## src/rtl/ysyx_2022040010_wb_arb.sv

```systemverilog
// ysyx_2022040010_wb_arb
// Write-port arbiter and scoreboard for the integer register file. The single
// regfile write port is shared between the in-order pipeline writeback stream
// and a long-latency unit (mul/div) result stream. Long-latency results are
// buffered in a small FIFO and are guaranteed forward progress by a starvation
// counter. A per-register busy scoreboard lets ID stall on RAW hazards against
// outstanding long-latency writes.
//
// Ports:
//   clk, rst                 clock, asynchronous active-high reset
//   pipe_we/waddr/wdata      pipeline writeback request
//   pipe_stall               buffer is being forced through; pipeline must hold
//   lu_valid/waddr/wdata     long-latency result
//   lu_ready                 result buffer can accept (combinational)
//   issue_valid/issue_rd     long-latency op issued from ID this cycle
//   busy                     pending long-latency write per register (bit 0 = 0)
//   rf_we/waddr/wdata        registered regfile write port
module ysyx_2022040010_wb_arb #(
  parameter int unsigned STARVE_MAX = 4,
  parameter int unsigned DEPTH      = 2
) (
  input  logic        clk,
  input  logic        rst,
  input  logic        pipe_we,
  input  logic [4:0]  pipe_waddr,
  input  logic [63:0] pipe_wdata,
  output logic        pipe_stall,
  input  logic        lu_valid,
  output logic        lu_ready,
  input  logic [4:0]  lu_waddr,
  input  logic [63:0] lu_wdata,
  input  logic        issue_valid,
  input  logic [4:0]  issue_rd,
  output logic [31:0] busy,
  output logic        rf_we,
  output logic [4:0]  rf_waddr,
  output logic [63:0] rf_wdata
);

  localparam int unsigned AW = (DEPTH > 1) ? $clog2(DEPTH) : 1;
  localparam int unsigned PW = AW + 1;
  localparam int unsigned CW = 4;

  typedef struct packed {
    logic [4:0]  waddr;
    logic [63:0] wdata;
  } lu_entry_t;

  lu_entry_t          mem [DEPTH];
  logic [PW-1:0]      wr_ptr;
  logic [PW-1:0]      rd_ptr;
  logic [CW-1:0]      starve_cnt;

  logic               empty;
  logic               full;
  lu_entry_t          head;
  logic               pipe_req;
  logic               force_grant;
  logic               buf_grant;
  logic               pipe_grant;
  logic               push;
  logic [CW-1:0]      starve_nxt;
  logic [31:0]        busy_nxt;

  // FIFO status: pointers carry one wrap bit beyond the index width.
  always_comb begin
    empty = (wr_ptr == rd_ptr);
    full  = (wr_ptr[AW] != rd_ptr[AW]) && (wr_ptr[AW-1:0] == rd_ptr[AW-1:0]);
    head  = mem[rd_ptr[AW-1:0]];
  end

  // lu_ready is held low during reset so nothing is accepted into a FIFO
  // that is being cleared.
  assign lu_ready = !full && !rst;
  assign push     = lu_valid && lu_ready;

  // Grant selection; force depends on registered state only.
  always_comb begin
    pipe_req    = pipe_we && (pipe_waddr != 5'd0);
    force_grant = !empty && (starve_cnt == CW'(STARVE_MAX));
    buf_grant   = force_grant || (!pipe_req && !empty);
    pipe_grant  = !force_grant && pipe_req;
  end

  assign pipe_stall = force_grant;

  // Starvation counter: counts pipeline wins while the buffer waits.
  always_comb begin
    starve_nxt = starve_cnt;
    if (empty || buf_grant) begin
      starve_nxt = '0;
    end else if (pipe_grant && (starve_cnt != CW'(STARVE_MAX))) begin
      starve_nxt = starve_cnt + CW'(1);
    end
  end

  // Scoreboard update; a same-cycle set overrides the clear.
  always_comb begin
    busy_nxt = busy;
    if (buf_grant) begin
      busy_nxt[head.waddr] = 1'b0;
    end
    if (issue_valid && (issue_rd != 5'd0)) begin
      busy_nxt[issue_rd] = 1'b1;
    end
    busy_nxt[0] = 1'b0;
  end

  // FIFO storage; contents need no reset since pointers define validity.
  always_ff @(posedge clk) begin
    if (push) begin
      mem[wr_ptr[AW-1:0]] <= '{waddr: lu_waddr, wdata: lu_wdata};
    end
  end

  // FIFO pointers, starvation counter and scoreboard.
  always_ff @(posedge clk or posedge rst) begin
    if (rst) begin
      wr_ptr     <= '0;
      rd_ptr     <= '0;
      starve_cnt <= '0;
      busy       <= '0;
    end else begin
      if (push) begin
        wr_ptr <= wr_ptr + PW'(1);
      end
      if (buf_grant) begin
        rd_ptr <= rd_ptr + PW'(1);
      end
      starve_cnt <= starve_nxt;
      busy       <= busy_nxt;
    end
  end

  // Registered write port; address/data hold when no write is issued.
  // A popped x0 entry is discarded without touching the port.
  always_ff @(posedge clk or posedge rst) begin
    if (rst) begin
      rf_we    <= 1'b0;
      rf_waddr <= '0;
      rf_wdata <= '0;
    end else begin
      rf_we <= 1'b0;
      if (buf_grant) begin
        if (head.waddr != 5'd0) begin
          rf_we    <= 1'b1;
          rf_waddr <= head.waddr;
          rf_wdata <= head.wdata;
        end
      end else if (pipe_grant) begin
        rf_we    <= 1'b1;
        rf_waddr <= pipe_waddr;
        rf_wdata <= pipe_wdata;
      end
    end
  end

endmodule

```

## config.mk

```make
export PLATFORM = sky130hd
export DESIGN_NAME = ysyx_2022040010_wb_arb
export DESIGN_NICKNAME = d
export VERILOG_FILES = /design/src/rtl/ysyx_2022040010_wb_arb.sv
export SDC_FILE = /design/constraint.sdc
export NUM_CORES = 1
export LEC_CHECK = 0
export CAP_MARGIN = 20
export CORE_UTILIZATION = 40
export CTS_CLUSTER_DIAMETER = 120
export DETAILED_ROUTE_END_ITERATION = 7
export PLACE_DENSITY = 0.74
export SYNTH_ARGS = -nofsm -noshare
export SYNTH_HDL_FRONTEND = slang
export SYNTH_SLANG_ARGS = --single-unit
```

## constraint.sdc

```tcl
create_clock -name clk -period 10.8 [get_ports clk]
set_input_delay 3.24 -clock clk [delete_from_list [all_inputs] [get_ports clk]]
set_output_delay 3.24 -clock clk [all_outputs]
set_load 0.03 [all_outputs]
```

==> key figures <==
Detailed routing
  – Post-Route WL: 30700 µm
  – Routed wire length per instance: between 20 and 25 µm
  – Via count: 8449
  – Post-detailed-route count of antenna-violating nets: 0
  – Initial drt markers: 766
  – Drt drc: 0
  – Drt first pass iters: 5
  – Vias per std cell: 6.01

Timing
  – Final period util: 0.730
  – Clock skew: roughly 18 ps
  – Worst slew pin tran: 1090 ps
  – Setup_tns: 0 ps
  – RSZ-0062 raised after global routing: no
  – Setup-failing EPs final: 0
  – FMAX: 0.127 GHz
  – Final Max Slew Viols: 0
  – Slew margin rel.: 0.274
  – Crit path time final: 7880 ps
  – Slack of the critical path: 2920 ps
  – Fin. Hold Viols: 0

Global route
  – Vias in the first global route: 8361
  – Global-route wire length before repair: 48100 µm
  – Total track usage: 0.217
  – Initial antenna violation count: 1
  – Pin count of the biggest net entering global routing: 93
  – Grt total ovfl: 0

Clocking
  – CTS hold repair buffers: 0
  – Clk buf depth: 3
  – Max H-tree Level: 1
  – Root buffer cell: clkbuf_16
  – Clk slew on worst S/H paths: roughly 60 ps
  – Num CTS Buffers: 27
  – Worst skew pair latency: 540 ps
  – Number of gates resized after cts: 0
  – CTS tree: built
  – CTS Sinks: 247
  – Setup bufs post-CTS: 0

Yosys
  – Synth Flop Type: edfxtp_1
  – Net count after synthesis: 1004
  – Async SR Flop Fraction: 0.441
  – Post-synth EDFFs: approximately 140
  – Yosys cell types: 49
  – Syn_area_per_cell: 12.7 µm²
  – Post-synthesis register bit count: 247
  – Cell area after synthesis: about 11000 µm²
  – Register area share after synthesis: 0.633
  – Synth warnings: 0
  – Post-Synthesis Cells: between 800 and 900

Layout
  – Layout area overhead: 32.2%
  – Fillers: 2216
  – Share of cells above drive strength 1: 0.0674
  – Nets: 1198

Placement
  – Port-buffer cells: 250
  – Pre-CTS setup slack: a little under 3000 ps
  – Routability Congestion: between 0.7 and 0.8
  – Post-detail-place hpwl: 18100 µm

Power and ir drop
  – Static Leak: 4.86 nW
  – PD cells: 309 nW/µm²
  – Worst VDD drop: 0.238 mV
  – Total power: 4.44 mW

Setup path
  – R2r endpoint: rf_wdata[24]
  – Crit path DAT: about 4600 ps
  – R2R setup slack: 7100 ps
  – R2R cell count: 6
  – Crit end category: output pin
  – Crit path required time: 7560 ps
  – Setup crit start kind: input pin
  – Max FO, Critical Path: 3
  – Worst setup endpoint: lu_ready
  – Crit Path Class: in -> out
  – Crit path launch: rst
  – FF-to-FF Start: rd_ptr[0]

Worst hold path
  – Tightest Hold Check Type: reg -> reg

Floorplan
  – Core footprint: 26400 µm²
  – Initial Util: 0.412
  – DIE AREA: 27800 µm²
  – Chip width: 167 µm
  – Site Rows: 59
  – Die Ht: 167 µm
  – Ports: between 200 and 300

Flow run
  – Max_cap viols: 0

Outcome
  – Status: completed
-- per-layer routing --
layer | up-vias | GRT usage | share of wire
li1 | 3829 | - | -
met1 | 4195 | 0.301 | 0.43
met2 | 388 | 0.353 | 0.48
met3 | 37 | 0.0387 | 0.072
met4 | 0 | 0.0568 | 0.020
met5 | - | 0 | 0
-- sequential cells by signal (all words and copies together) (netlist names) --
signal,cells
mem,138
rf_waddr,5
rf_we,1
rd_ptr,2
wr_ptr,2
busy,31
starve_cnt,4
rf_wdata,64
-- power by group --
group | switching [mW] | internal, mW | total [mW] | leakage (nW)
logic | 1.29 | 0.739 | 2.03 | 1.89
clock network | 0.376 | 0.534 | 0.910 | 0.430
registers | 0.186 | 1.32 | 1.50 | 2.55
total | 1.85 | 2.59 | 4.44 | 4.86
-- critical path, cell delays in order --
cell             delay [ps]
clkdlybuf4s50_1         460
a21oi_1                 230
clkdlybuf4s50_1         710
-- Yosys cell counts, types with 12 or more instances --
cell | number | area (µm²)
o21ai_0 | 16 | 80.1
a2111oi_0 | 65 | 569
buf_2 | 23 | 115
nor2b_1 | 68 | 425
o41ai_1 | 23 | 201
o221ai_1 | 69 | 604
a21oi_1 | 86 | 430
nor2_1 | 12 | 45.0
clkbuf_1 | 58 | 218
nand2_1 | 29 | 109
dfrtp_1 | 109 | 2730
o31ai_1 | 69 | 518
edfxtp_1 | 138 | 4140
-- cells by family after synthesis --
kind of cell	Yosys count	share of synthesized area
flops	247	0.633
mux	4	0.00380
xor+xnor	9	0.00726
buf+inv	102	0.0438
compound gates	346	0.235
other cells	1	0.000345
simple gates	143	0.0746
fa+ha+maj	2	0.00230
-- per-stage QoR --
stage               hold slack (ps)  instance area (µm²)  utilization  instances
floorplan                       452                10900            -        854
detailed placement              480                13500        0.511       1354
global route                    509                14400        0.545       1405
global placement                473                13500        0.511       1354
CTS                             502                14400        0.545       1404
finish                          503                14400        0.545       1405
-- how the worst min path moves through the flow --
| stage | cells past startpoint | from | endpoint |
|---|---|---|---|
| 6_report | 1 | rd_ptr[1] | rd_ptr[1] |
| 5_1_grt | 1 | rd_ptr[1] | rd_ptr[1] |
| 4_1_cts | 1 | rd_ptr[1] | rd_ptr[1] |
| 3_5_place_dp | 1 | wr_ptr[1] | wr_ptr[1] |
| 3_3_place_gp | 1 | starve_cnt[0] | starve_cnt[0] |
| 2_1_floorplan | 1 | starve_cnt[0] | starve_cnt[0] |
-- area by class of cell --
class / instances / area [µm²] / share of cell area
tap: 335 / 419 / 0.0292
antenna: 1 / 2.50 / 0.000174
timing repair buffer: 261 / 2580 / 0.180
multi-input combinational: 505 / 3570 / 0.249
clock inverter: 10 / 83.8 / 0.00584
inverter: 6 / 25.0 / 0.00174
sequential: 247 / 6880 / 0.479
clock buffer: 40 / 796 / 0.0554
-- cell usage in the layout, fill, tap and decap left out, drive strengths merged, types with 4 or more instances in the layout --
master         instances
o221ai                69
xnor2                  5
o21ai                 18
a31oi                  8
nor2                  12
xor2                   4
a21oi                 86
buf                   11
dfrtp                109
nor2b                 68
o31ai                 69
edfxtp               138
clkinv                 5
nor3                   6
clkbuf                40
clkdlybuf4s50        250
nand2                 29
and3                   5
inv                    8
a2111oi               66
o41ai                 23
nand2b                 6
Power figures use the tool's default switching activity.
